File: src/rtl/ctrl_pkg.sv
// Shared encodings for the multicycle controller and its opcode classifier:
// opcodes, FSM states, instruction classes and datapath select codes.
package ctrl_pkg;

   localparam logic [6:0] OP_HALT = 7'b0000000;
   localparam logic [6:0] OP_R    = 7'b0110011;
   localparam logic [6:0] OP_I    = 7'b0010011;
   localparam logic [6:0] OP_U    = 7'b0110111;
   localparam logic [6:0] OP_LW   = 7'b0000011;
   localparam logic [6:0] OP_SW   = 7'b0100011;
   localparam logic [6:0] OP_BR   = 7'b1100011;
   localparam logic [6:0] OP_JAL  = 7'b1101111;
   localparam logic [6:0] OP_JALR = 7'b1100111;

   typedef enum logic [2:0] {FETCH, DECODE, EXEC, MEM, WB, HALT} state_t;

   typedef enum logic [3:0] {
      CL_R, CL_I, CL_U, CL_LW, CL_SW, CL_BR, CL_JAL, CL_JALR, CL_HALT, CL_ILL
   } iclass_t;

   localparam logic [1:0] ALU_ADD   = 2'b00;
   localparam logic [1:0] ALU_BR    = 2'b01;
   localparam logic [1:0] ALU_FUNCT = 2'b10;
   localparam logic [1:0] ALU_LUI   = 2'b11;

   localparam logic [1:0] PC_PLUS4  = 2'b00;
   localparam logic [1:0] PC_TGT    = 2'b01;
   localparam logic [1:0] PC_JALR   = 2'b10;

   localparam logic [1:0] WB_ALU    = 2'b00;
   localparam logic [1:0] WB_MEM    = 2'b01;
   localparam logic [1:0] WB_PC4    = 2'b10;

   function automatic logic alu_imm(input iclass_t c);
      return (c == CL_I) || (c == CL_U) || (c == CL_LW) || (c == CL_SW);
   endfunction

   function automatic logic [1:0] alu_op_of(input iclass_t c);
      case (c)
         CL_R, CL_I: return ALU_FUNCT;
         CL_U:       return ALU_LUI;
         CL_BR:      return ALU_BR;
         default:    return ALU_ADD;
      endcase
   endfunction

endpackage

File: src/rtl/ctrl_opdec.sv
// Combinational opcode classifier, shared with the pipelined decoder.
// CTRL_JUMP_EN makes JAL/JALR legal; otherwise they classify as illegal.
module ctrl_opdec
   import ctrl_pkg::*;
(
   input  logic [6:0] opcode,
   output iclass_t    iclass,
   output logic       legal
);

   always_comb begin
      iclass = CL_ILL;
      case (opcode)
         OP_HALT: iclass = CL_HALT;
         OP_R:    iclass = CL_R;
         OP_I:    iclass = CL_I;
         OP_U:    iclass = CL_U;
         OP_LW:   iclass = CL_LW;
         OP_SW:   iclass = CL_SW;
         OP_BR:   iclass = CL_BR;
`ifdef CTRL_JUMP_EN
         OP_JAL:  iclass = CL_JAL;
         OP_JALR: iclass = CL_JALR;
`endif
         default: iclass = CL_ILL;
      endcase
      legal = (iclass != CL_ILL);
   end

endmodule

File: src/rtl/multicycle_controller.sv
// RV32 multicycle sequencer: FETCH/DECODE/EXEC/MEM/WB with memory timeout,
// sticky halt and retired counter. CTRL_JUMP_EN adds JAL/JALR sequencing.
module multicycle_controller
   import ctrl_pkg::*;
#(
   parameter int MEM_TIMEOUT = 16,
   parameter int CNT_W       = 32
) (
   input  logic             clk,
   input  logic             rst_n,
   input  logic [6:0]       opcode,
   input  logic             mem_ready,
   input  logic             branch_cond,
   output logic             mem_req,
   output logic             mem_we,
   output logic             ir_write,
   output logic             pc_write,
   output logic [1:0]       pc_src,
   output logic             alu_src,
   output logic [1:0]       alu_op,
   output logic [1:0]       mem_to_reg,
   output logic             reg_write,
   output logic             flag_halt,
   output logic             illegal,
   output logic             bus_err,
   output logic [CNT_W-1:0] retired_cnt
);

   localparam int TO_W = (MEM_TIMEOUT > 1) ? $clog2(MEM_TIMEOUT) : 1;

   state_t           state, state_nx;
   iclass_t          cls_q, dec_cls;
   logic             dec_legal;
   logic [TO_W-1:0]  to_cnt;
   logic             to_limit, to_hit, retire;
   logic             ill_q, berr_q;
   logic [CNT_W-1:0] cnt_q;

   ctrl_opdec u_opdec (
      .opcode (opcode),
      .iclass (dec_cls),
      .legal  (dec_legal)
   );

   // to_cnt holds the number of unanswered request cycles already spent
   generate
      if (MEM_TIMEOUT > 0) begin : g_to
         assign to_limit = (to_cnt == TO_W'(MEM_TIMEOUT - 1));
      end else begin : g_no_to
         assign to_limit = 1'b0;
      end
   endgenerate

   always_comb begin
      state_nx   = state;
      mem_req    = 1'b0;
      mem_we     = 1'b0;
      ir_write   = 1'b0;
      pc_write   = 1'b0;
      pc_src     = PC_PLUS4;
      alu_src    = 1'b0;
      alu_op     = ALU_ADD;
      mem_to_reg = WB_ALU;
      reg_write  = 1'b0;
      to_hit     = 1'b0;
      // ALU controls stay stable while the result is consumed in MEM/WB
      if ((state == EXEC) || (state == MEM) || (state == WB)) begin
         alu_src = alu_imm(cls_q);
         alu_op  = alu_op_of(cls_q);
      end
      case (state)
         FETCH: begin
            mem_req = 1'b1;
            if (mem_ready) begin
               ir_write = 1'b1;
               pc_write = 1'b1;
               state_nx = DECODE;
            end else if (to_limit) begin
               to_hit   = 1'b1;
               state_nx = HALT;
            end
         end
         DECODE: begin
            if (!dec_legal || (dec_cls == CL_HALT)) state_nx = HALT;
            else                                    state_nx = EXEC;
         end
         EXEC: begin
            case (cls_q)
               CL_LW, CL_SW: state_nx = MEM;
               CL_BR: begin
                  pc_write = branch_cond;
                  pc_src   = PC_TGT;
                  state_nx = FETCH;
               end
`ifdef CTRL_JUMP_EN
               CL_JAL, CL_JALR: begin
                  pc_write = 1'b1;
                  pc_src   = (cls_q == CL_JALR) ? PC_JALR : PC_TGT;
                  state_nx = WB;
               end
`endif
               default: state_nx = WB;
            endcase
         end
         MEM: begin
            mem_req = 1'b1;
            mem_we  = (cls_q == CL_SW);
            if (mem_ready) begin
               state_nx = (cls_q == CL_SW) ? FETCH : WB;
            end else if (to_limit) begin
               to_hit   = 1'b1;
               state_nx = HALT;
            end
         end
         WB: begin
            reg_write = 1'b1;
            if (cls_q == CL_LW) mem_to_reg = WB_MEM;
`ifdef CTRL_JUMP_EN
            if ((cls_q == CL_JAL) || (cls_q == CL_JALR)) mem_to_reg = WB_PC4;
`endif
            state_nx = FETCH;
         end
         HALT:    state_nx = HALT;
         default: state_nx = FETCH;
      endcase
      // reset forces every strobe low immediately, not at the next edge
      if (!rst_n) begin
         mem_req    = 1'b0;
         mem_we     = 1'b0;
         ir_write   = 1'b0;
         pc_write   = 1'b0;
         pc_src     = PC_PLUS4;
         alu_src    = 1'b0;
         alu_op     = ALU_ADD;
         mem_to_reg = WB_ALU;
         reg_write  = 1'b0;
         to_hit     = 1'b0;
      end
   end

   assign retire = (state_nx == FETCH) &&
                   ((state == EXEC) || (state == MEM) || (state == WB));

   always_ff @(posedge clk or negedge rst_n) begin
      if (!rst_n) begin
         state  <= FETCH;
         cls_q  <= CL_ILL;
         to_cnt <= '0;
         ill_q  <= 1'b0;
         berr_q <= 1'b0;
         cnt_q  <= '0;
      end else begin
         state <= state_nx;
         if (state == DECODE) cls_q <= dec_cls;
         if (state_nx != state)            to_cnt <= '0;
         else if (mem_req && !mem_ready)   to_cnt <= to_cnt + 1'b1;
         if ((state == DECODE) && !dec_legal) ill_q <= 1'b1;
         if (to_hit) berr_q <= 1'b1;
         if (retire && (cnt_q != {CNT_W{1'b1}})) cnt_q <= cnt_q + 1'b1;
      end
   end

   assign flag_halt   = (state == HALT);
   assign illegal     = ill_q;
   assign bus_err     = berr_q;
   assign retired_cnt = cnt_q;

endmodule

File: config.mk
export PLATFORM = sky130hd
export DESIGN_NAME = multicycle_controller
export DESIGN_NICKNAME = d
export VERILOG_FILES = /design/src/rtl/ctrl_pkg.sv /design/src/rtl/ctrl_opdec.sv /design/src/rtl/multicycle_controller.sv
export SDC_FILE = /design/constraint.sdc
export NUM_CORES = 1
export LEC_CHECK = 0
export CAP_MARGIN = 10
export CORE_MARGIN = 2
export CORE_UTILIZATION = 35
export CTS_CLUSTER_SIZE = 16
export DETAILED_ROUTE_END_ITERATION = 8
export PLACE_DENSITY_LB_ADDON = 0.12
export SLEW_MARGIN = 20
export SYNTH_ARGS = -nofsm -noshare
export SYNTH_HDL_FRONTEND = slang
export SYNTH_SLANG_ARGS = --single-unit
File: constraint.sdc
create_clock -name clk -period 2.6 [get_ports clk]
set_input_delay 0.26 -clock clk [delete_from_list [all_inputs] [get_ports clk]]
set_output_delay 0.26 -clock clk [all_outputs]
set_load 0.02 [all_outputs]
==> results_dict.tcl <==
set metrics [dict create \
    hold_viol 0 \
    power.density_nw_per_um2 618 \
    leakage_nw 1.39 \
    fin_tns_setup_ns 0 \
    vias 2066 \
    syn_area_um2 2460 \
    ant_nets 0 \
    start_kind "flip-flop" \
    end_kind "output port" \
    drv_cap 0 \
    wl_per_cell_um 13.1 \
    hp-class "in2async" \
    clock_skew_ns 0.00743 \
    cts_setup_buffers 0 \
    rsz0062_at_grt "no" \
    die_x_um 87.8 \
    finalCritPeriodShare_pct 94.6 \
    crit_slowest_cell "dfstp_2" \
    critPathBufInv 1 \
    cts_buffers 5 \
    avgViaCountPerCell 4.94 \
    crit_chain "or4bb_1 -> nor2b_1 -> clkdlybuf4s50_1" \
    io_pins 58 \
    port_buffers 55 \
    dp_hpwl_mm 3.99 \
    ctsRootBufferMaster "clkbuf_8" \
    crit_required_ns 2.34 \
    cp.arrival_ns 2.20 \
    clock-sinks 45 \
    wirelength_mm 5.47 \
    grt_pass1_vias 1976 \
    cts_tree "done" \
    synth_seq_cells 45 \
    dr.pass1.iters 4 \
    grt_use_total_pct 15.1 \
    crit_family "simple AND/OR/NAND/NOR gates" \
    peakVddDrop_mv 0.272 \
    grt_pass1_wl_mm 9.33 \
    synth-edff-count 0 \
    start_util_pct 36.2 \
    die_area_um2 7700 \
    critical_path.max_stage_delay_ns 0.62 \
    finalMaxSlewViolations 0 \
    grt_max_degree 31 \
    ys.flop_type "dfrtp_1" \
    antenna_found_initial 0 \
    cts_buffer_depth 2 \
    drc 0 \
    core_um2 6790 \
    max_freq_ghz 0.406 \
    fin_crit_ns 2.46 \
    syn2layout_area_growth_pct 33.9 \
    ctsHtreeMaxLevel 2 \
    num_antenna_cells 0 \
    fillers 665 \
    crit_type "reg2out" \
    drive_gt1_share_pct 13.0 \
    clk_pin_slew_ns 0.09 \
    rows 30 \
    place_congestion 0.856 \
    final_nets 334 \
    status "complete, no violations" \
    ys_seq_area_share_pct 46.0 \
    finalSetupViolCount 0 \
    path_max_fanout 10 \
    ys_warn_count 0 \
    dr.first_iter.drc_count 93 \
    dp.cells 409 \
    worst_skew_pair.late_latency_ns 0.30 \
    grt_remaining_overflow 0 \
    final_cells 418 \
    async_flop_share_pct 100 \
    ys_types 52 \
    syn_avg_cell_area_um2 9.75 \
    synthCells 252 \
    die_height_um 87.8 \
]
## where the power goes
part / internal [mW] / switching, mW / leakage [nW]
registers: 0.784 / 0.101 / 0.596
logic: 0.321 / 0.392 / 0.756
clock network: 0.190 / 0.243 / 0.0374
total: 1.29 / 0.736 / 1.39
## worst register-to-register path: cells and delay by family, from the launching register on
kind	cells	cell delay, ns
AO/OA/AOI/OAI	2	0.31
XOR/XNOR	1	0.14
AND/OR/NAND/NOR	3	1.38
flip-flops	1	0.45
## flip-flops by register name, indices dropped and copies added (netlist names)
signal       cells
cls_q            4
state            3
illegal          1
retired_cnt     32
to_cnt           4
bus_err          1
## synthesized netlist by cell type, drive strengths merged (2+ instances only)
master / instances / share of area (%)
a211oi: 2 / 0.61
a21o: 3 / 0.97
a21oi: 4 / 0.82
a31oi: 5 / 1.5
and2: 3 / 0.82
and3: 5 / 1.3
buf: 5 / 1.7
clkbuf: 5 / 0.76
dfrtp: 43 / 44
dfstp: 2 / 2.1
ha: 2 / 1.0
inv: 5 / 0.76
mux2: 2 / 0.92
nand2: 28 / 4.3
nand3: 15 / 3.1
nand4: 13 / 3.3
nand4b: 2 / 0.71
nor2: 21 / 3.2
nor2b: 4 / 1.0
nor3: 12 / 2.4
nor3b: 3 / 0.92
nor4: 5 / 1.3
o21ai: 4 / 0.82
or3: 2 / 0.51
or3b: 2 / 0.71
or4b: 2 / 0.97
xnor2: 23 / 8.5
xor2: 13 / 4.6
## path summary, 6_finish.rpt
| path | cells after the start | slack, ns | from | to |
|---|---|---|---|---|
| max | 3 | 0.14 | cls_q[0] | mem_to_reg[0] |
| min | 2 | 0.35 | rst_n | to_cnt[2] |
| max reg2reg | 6 | 0.20 | cls_q[1] | retired_cnt[5] |
| min reg2reg | 1 | 0.47 | bus_err | bus_err |
| max in group asynchronous | 3 | 1.57 | rst_n | cls_q[3] |
| min in group clk | 1 | 0.47 | bus_err | bus_err |
## routing by layer
| metal | track usage, % | vias to the layer above | wire (µm) |
|---|---|---|---|
| li1 | - | 1028 | - |
| met1 | 21.1 | 988 | 2750 |
| met2 | 23.6 | 44 | 2450 |
| met3 | 2.83 | 6 | 217 |
| met4 | 5.17 | 0 | 53 |
| met5 | 0 | - | 0 |
## cell usage in the layout, fill, tap and decap left out, drive strengths merged, types with 2 or more instances in the layout
master,count
xor2,13
a21oi,4
conb,2
or3,2
nor3b,3
nand4,13
nor2b,4
dlymetal6s2s,2
nand4b,2
a31oi,5
nand2,28
inv,5
a21o,3
clkdlybuf4s50,51
clkinvlp,2
nand3,15
and2,3
clkbuf,6
buf,16
nor2,21
or3b,2
nor4,5
nor3,12
a211oi,2
dfrtp,43
mux2,2
or4b,2
and3,5
dfstp,2
o21ai,4
xnor2,23
ha,2
## stage by stage
step	util [%]	power, mW	cell area [µm²]	hold WS [ns]	worst slack [ns]
2_1_floorplan	-	1.36	2460	-0.0356	0.128
3_3_place_gp	46.8	1.61	3180	0.136	0.212
3_5_place_dp	46.8	1.61	3180	0.132	0.219
4_1_cts	48.2	2.05	3280	0.352	0.0601
5_1_grt	48.4	2.15	3290	0.361	0.0211
6_report	48.4	2.03	3290	0.348	0.140
## what timing repair did
item                       in CTS  in global routing
hold buffers                    1                  0
hold endpoints to repair        5                  0
setup endpoints to repair       2                  3
gates resized for setup         2                  4
pin swaps                       0                  0
## area by class of cell
class / count / area, µm² / area share (%)
well taps: 96 / 120 / 3.65
clock inverters: 2 / 15.0 / 0.457
multi-input cells: 193 / 1260 / 38.4
repair buffers: 71 / 672 / 20.4
flip-flops and latches: 45 / 1130 / 34.3
inverters: 5 / 18.8 / 0.571
clock buffers: 6 / 72.6 / 2.21
## logic make-up after synthesis
logic type,after synthesis,synth area share (%)
flops,45,45.9
buf+inv,15,3.26
xor+xnor,36,13.1
compound gates,25,7.44
mux,3,1.32
fa+ha+maj,2,1.02
simple gates,125,27.7
other cells,1,0.153
No activity file was read; power rests on OpenSTA's default activity.
